**config.mk**
```make
export PLATFORM = sky130hd
export DESIGN_NAME = bcd_operand_sorter
export DESIGN_NICKNAME = d
export VERILOG_FILES = /design/src/rtl/bcd_pkg.sv /design/src/rtl/bcd_digit_cmp.sv /design/src/rtl/bcd_operand_sorter.sv
export SDC_FILE = /design/constraint.sdc
export NUM_CORES = 1
export LEC_CHECK = 0
export ABC_AREA = 0
export CORE_ASPECT_RATIO = 1.25
export CORE_MARGIN = 2
export CORE_UTILIZATION = 30
export CTS_CLUSTER_SIZE = 28
export DETAILED_ROUTE_END_ITERATION = 6
export HOLD_SLACK_MARGIN = 0.1
export SETUP_SLACK_MARGIN = 0.4
export SYNTH_ARGS = -nofsm -noshare
export SYNTH_HDL_FRONTEND = slang
export SYNTH_HIERARCHICAL = 1
export SYNTH_SLANG_ARGS = --single-unit
```
**constraint.sdc**
```tcl
create_clock -name clk -period 6.45 [get_ports clk]
set_input_delay 1.29 -clock clk [delete_from_list [all_inputs] [get_ports clk]]
set_output_delay 1.29 -clock clk [all_outputs]
set_load 0.05 [all_outputs]
```
**src/rtl/bcd_pkg.sv**
```systemverilog
// Shared types and BCD digit helpers for the operand sorter and its digit comparator.
package bcd_pkg;

  localparam int DIGIT_W = 4;
  localparam logic [DIGIT_W-1:0] BCD_MAX = 4'd9;
  // Widest operand the invalid-digit scan handles; callers zero-extend to this width.
  localparam int MAX_DIGITS = 16;

  typedef enum logic [1:0] {
    IDLE = 2'd0,
    CMP  = 2'd1,
    DONE = 2'd2
  } state_e;

  function automatic logic digit_is_valid(input logic [DIGIT_W-1:0] nibble);
    return nibble <= BCD_MAX;
  endfunction

  function automatic logic any_digit_invalid(input logic [DIGIT_W*MAX_DIGITS-1:0] vec,
                                             input int digits);
    logic bad;
    bad = 1'b0;
    for (int k = 0; k < MAX_DIGITS; k++) begin
      if (k < digits && !digit_is_valid(vec[k*DIGIT_W +: DIGIT_W])) bad = 1'b1;
    end
    return bad;
  endfunction

endpackage

```
**src/rtl/bcd_digit_cmp.sv**
```systemverilog
// Combinational magnitude compare of one BCD digit pair.
module bcd_digit_cmp
  import bcd_pkg::*;
(
  input  logic [DIGIT_W-1:0] a,
  input  logic [DIGIT_W-1:0] b,
  output logic               lt,
  output logic               eq,
  output logic               gt
);

  assign lt = a < b;
  assign eq = a == b;
  assign gt = a > b;

endmodule

```
**src/rtl/bcd_operand_sorter.sv**
```systemverilog
// Digit-serial MSD-first BCD magnitude comparator; returns L/E/G, max/min ordering and a swap flag.
module bcd_operand_sorter
  import bcd_pkg::*;
#(
  parameter int DIGITS = 3
) (
  input  logic                    clk,
  input  logic                    rst_n,
  input  logic                    in_valid,
  output logic                    in_ready,
  input  logic [DIGIT_W*DIGITS-1:0] in_a,
  input  logic [DIGIT_W*DIGITS-1:0] in_b,
  output logic                    out_valid,
  input  logic                    out_ready,
  output logic                    lt,
  output logic                    eq,
  output logic                    gt,
  output logic [DIGIT_W*DIGITS-1:0] max_val,
  output logic [DIGIT_W*DIGITS-1:0] min_val,
  output logic                    swapped,
  output logic                    bcd_err
);

  // Handshakes: a transfer happens on a rising edge where valid & ready are both 1.
  // in_ready is high only in IDLE; out_valid is high only in DONE and all result
  // fields hold until the out transfer, after which the block returns to IDLE.

  localparam int W     = DIGIT_W * DIGITS;
  localparam int IDX_W = (DIGITS > 1) ? $clog2(DIGITS) : 1;
  localparam logic [IDX_W-1:0] LAST_IDX = IDX_W'(DIGITS - 1);

  state_e           state_q;
  logic [IDX_W-1:0] idx_q;
  logic [W-1:0]     a_q;
  logic [W-1:0]     b_q;

  logic [DIGIT_W-1:0] a_dig;
  logic [DIGIT_W-1:0] b_dig;
  logic               d_lt;
  logic               d_eq;
  logic               d_gt;
  logic               in_bad;

  assign in_bad = any_digit_invalid((DIGIT_W*MAX_DIGITS)'(in_a), DIGITS) |
                  any_digit_invalid((DIGIT_W*MAX_DIGITS)'(in_b), DIGITS);

  always_comb begin
    a_dig = '0;
    b_dig = '0;
    for (int k = 0; k < DIGITS; k++) begin
      if (idx_q == IDX_W'(k)) begin
        a_dig = a_q[k*DIGIT_W +: DIGIT_W];
        b_dig = b_q[k*DIGIT_W +: DIGIT_W];
      end
    end
  end

  bcd_digit_cmp u_digit_cmp (
    .a  (a_dig),
    .b  (b_dig),
    .lt (d_lt),
    .eq (d_eq),
    .gt (d_gt)
  );

  always_ff @(posedge clk) begin
    if (!rst_n) begin
      state_q   <= IDLE;
      idx_q     <= LAST_IDX;
      a_q       <= '0;
      b_q       <= '0;
      in_ready  <= 1'b1;
      out_valid <= 1'b0;
      lt        <= 1'b0;
      eq        <= 1'b0;
      gt        <= 1'b0;
      swapped   <= 1'b0;
      bcd_err   <= 1'b0;
      max_val   <= '0;
      min_val   <= '0;
    end else begin
      case (state_q)
        IDLE: begin
          if (in_valid && in_ready) begin
            a_q      <= in_a;
            b_q      <= in_b;
            idx_q    <= LAST_IDX;
            in_ready <= 1'b0;
            lt       <= 1'b0;
            eq       <= 1'b0;
            gt       <= 1'b0;
            swapped  <= 1'b0;
            if (in_bad) begin
              // Malformed operands skip the digit walk and are passed through unordered.
              bcd_err   <= 1'b1;
              max_val   <= in_a;
              min_val   <= in_b;
              out_valid <= 1'b1;
              state_q   <= DONE;
            end else begin
              bcd_err <= 1'b0;
              max_val <= '0;
              min_val <= '0;
              state_q <= CMP;
            end
          end
        end
        CMP: begin
          if (d_gt) begin
            gt        <= 1'b1;
            max_val   <= a_q;
            min_val   <= b_q;
            out_valid <= 1'b1;
            state_q   <= DONE;
          end else if (d_lt) begin
            lt        <= 1'b1;
            swapped   <= 1'b1;
            max_val   <= b_q;
            min_val   <= a_q;
            out_valid <= 1'b1;
            state_q   <= DONE;
          end else if (d_eq && idx_q == '0) begin
            eq        <= 1'b1;
            max_val   <= a_q;
            min_val   <= b_q;
            out_valid <= 1'b1;
            state_q   <= DONE;
          end else begin
            idx_q <= idx_q - 1'b1;
          end
        end
        DONE: begin
          if (out_ready) begin
            out_valid <= 1'b0;
            in_ready  <= 1'b1;
            state_q   <= IDLE;
          end
        end
        default: begin
          state_q   <= IDLE;
          in_ready  <= 1'b1;
          out_valid <= 1'b0;
        end
      endcase
    end
  end

endmodule
```
==> metrics.csv <==
stage,metric,value,unit
clock_network,Post-CTS Resized,0,
worst_setup_path,R2R setup slack,2810,ps
logic_synthesis,Synth cell types,42,
timing,Final Setup Violations,0,
logic_synthesis,Synth Area in Compound Gates,0.2737,
die,die area,0.01143,mm2
logic_synthesis,Syn Inst Count,406,
placement,Final GP Congestion,0.8851,
logic_synthesis,Synth Area in Simple Gates,0.1753,
placement,HPWL after DPL,6.565,mm
worst_setup_path,slowest cell on the critical path,nand2b_1,
logic_synthesis,Yosys Warn Count,6,
timing,Final min period,3641,ps
logic_synthesis,synthesized net count,441,
final_layout,Post-Layout Cell Count,582,
placement,IO buf count,58,
worst_setup_path,Required @ worst endpoint,6640,ps
logic_synthesis,main combinational cell family by area after synthesis,compound AO/OA/AOI/OAI gates,
logic_synthesis,Post-synth ARST share,0,
worst_setup_path,critical path's largest stage delay,910,ps
drt,Routed wire per std cell,16.06,um
die,Top-Level Pins,59,
timing,final worst-path cycle share,0.5645,
clock_network,clk root buf,clkbuf_16,
clock_network,Post-CTS Setup Bufs,0,
logic_synthesis,Post-synth EDFFs,0,
logic_synthesis,Yosys reg bits,58,
logic_synthesis,Synth Area in XOR/XNOR,0,
pwr,Leakage,1.523,nW
drt,DRC viols,0,
logic_synthesis,Netlist Area Pre-Place,0.003177,mm2
pwr,maximum vdd drop,0.1294,mV
die,Die Y,119.1,um
timing,pin slew with the least headroom to its limit,1162,ps
worst_setup_path,Crit Path Max Fanout,25,
global_routing,vias in the first global route,2891,
global_routing,Total GRT Usage,0.1701,
timing,RSZ-0062 raised after global routing,false,
pwr,total power,0.001328,W
pwr,Cell Pwr Density,319.8,mW/mm2
clock_network,CTS Hold Bufs,0,
hold_path,Hold/Removal Path Class,reg -> reg,
run,Max Cap Violations,0,
worst_setup_path,crit path cell chain,inv_1 > ha_1 > nor2_1 > a21oi_1 > o21ai_0 > ha_1 > nand2_1 > o21bai_4 > a21oi_2 > nand2b_1 > mux2_2 > nand2_1 > a31oi_1,
drt,Via density,5.222,
placement,Placed Cells incl. Taps,566,
logic_synthesis,Syn Area/Cell,7.825,um2
logic_synthesis,mux cell area share after synthesis,0.08862,
clock_network,clock slew at reported path FFs,50,ps
die,Initial Util,0.3038,
die,core area,0.01046,mm2
timing,TNS Setup,0,ps
timing,relative slew slack,0.2254,
hold_path,min-delay src,b_q[5],
logic_synthesis,Adder-Cell Fraction of Synth Area,0.02757,
timing,worst setup slack after layout,2809,ps
final_layout,diodes inserted,0,
final_layout,share of cells above drive strength 1,0.1200,
global_routing,overflow left after global routing,0,
timing,Fmax,274.7,MHz
worst_setup_path,r2r startpoint,idx_q[1],
clock_network,number of H-tree levels,3,
global_routing,pin count of the biggest net entering global routing,52,
worst_setup_path,Worst EP arrival,3830,ps
die,Row Count,42,
worst_setup_path,Worst setup EP type,flip-flop,
global_routing,initial antenna violation count,0,
timing,fin. max-slew vios,0,
worst_setup_path,critical path type,reg -> reg,
clock_network,clock net sink count,58,
drt,drt pass-1 iters,5,
worst_setup_path,Setup crit start kind,flip-flop,
clock_network,clock buffer depth,2,
drt,Routed WL,9.347,mm
global_routing,first-pass GRT wire length,14.79,mm
clock_network,Clock Latency Late Sink,330,ps
status,status,finished clean,
logic_synthesis,post-synthesis sequential area ratio,0.3655,
timing,final hold slack,490.2,ps
clock_network,cts bufs inserted,9,
timing,final hold vios,0,
logic_synthesis,predominant post-synthesis flop cell,dfxtp_1,
worst_setup_path,CP startpoint,idx_q[1],
die,die width,96.04,um
drt,routed via count,3039,
timing,skew final,6.755,ps
drt,post-route ant nets,0,
worst_setup_path,CP top delay family,simple AND/OR/NAND/NOR gates,
clock_network,TritonCTS clock tree,yes,
drt,DRT iter0 DRCs,191,
final_layout,area grow syn2layout,30.72,%
placement,dpl ws,2616,ps
worst_setup_path,CP bufs+invs,1,
final_layout,Final nets,480,
## metrics by stage
step	utilization	instance area, um2
final	0.3971	4153
after global routing	0.3971	4153
after CTS	0.3971	4153
after detailed placement	0.3601	3766
after global placement	0.3601	3766
after floorplan	-	3177
## cell usage after synthesis, drive strengths merged (2+ instances only)
master | n | area, um2
nand3 | 2 | 10.01
o211ai | 25 | 187.7
buf | 23 | 145.1
and2 | 2 | 12.51
a31oi | 24 | 150.1
clkbuf | 11 | 41.29
a221oi | 2 | 23.77
nor2 | 19 | 73.82
inv | 9 | 33.78
o21ai | 43 | 215.2
nor2b | 2 | 20.02
nor3 | 2 | 10.01
nand2 | 96 | 362.8
o211a | 2 | 20.02
nand4 | 2 | 18.77
ha | 7 | 87.58
mux2 | 25 | 281.5
a21oi | 39 | 198.9
or2 | 2 | 12.51
dfxtp | 58 | 1161
## worst min-delay path, cell delays in order (launching register included)
cell and delay, ps:
dfxtp_1 330, nand2_1 60, a21oi_1 50
## layout make-up
cell class,instances,area [um2]
well taps,132,165.2
multi-input cells,305,1795
clock buffers,12,266.5
inverters,9,33.78
flip-flops and latches,58,1161
fillers,1095,6305
repair buffers,62,610.6
clock inverters,4,120.1
## registers in the layout (all words and copies together), names as in the netlist, 2 cells and up
register  count
max_val      12
state_q       2
min_val      12
idx_q         2
b_q          12
a_q          12
## layer usage
metal	part of all wire	vias to the layer above	GRT usage
li1	-	1517	-
met1	0.42	1388	0.2006
met2	0.49	108	0.2856
met3	0.055	26	0.03795
met4	0.035	0	0.08125
met5	0	-	0
## cell families after synthesis
logic type,Yosys count
flip-flops,58
multiplexers,25
AO/OA/AOI/OAI,141
AND/OR/NAND/NOR,132
buffers and inverters,43
adder cells (fa/ha/maj),7
## worst paths after layout
kind | end | cells after the start
max | min_val[3] | 13
min | b_q[5] | 2
max reg2reg | min_val[3] | 13
min reg2reg | b_q[5] | 2
## layout by cell type, fill, tap and decap left out, types with 15 or more instances in the layout
| cell type | synthesis | routed |
|---|---|---|
| a21oi_1 | 38 | 38 |
| a31oi_1 | 24 | 24 |
| clkdlybuf4s50_1 | 0 | 58 |
| dfxtp_1 | 58 | 58 |
| mux2_2 | 25 | 25 |
| nand2_1 | 95 | 95 |
| nor2_1 | 18 | 18 |
| o211ai_1 | 25 | 25 |
| o21ai_0 | 28 | 28 |
| o21ai_1 | 15 | 15 |
## power breakdown
part           total, W  internal (W)  switching, W  leakage (nW)
combinational  0.000300      0.000117      0.000183         0.857
sequential     0.000416      0.000389     0.0000262         0.477
clock          0.000612      0.000448      0.000165         0.189
total           0.00133      0.000954      0.000374          1.52
(Power assumes the default switching activity.)
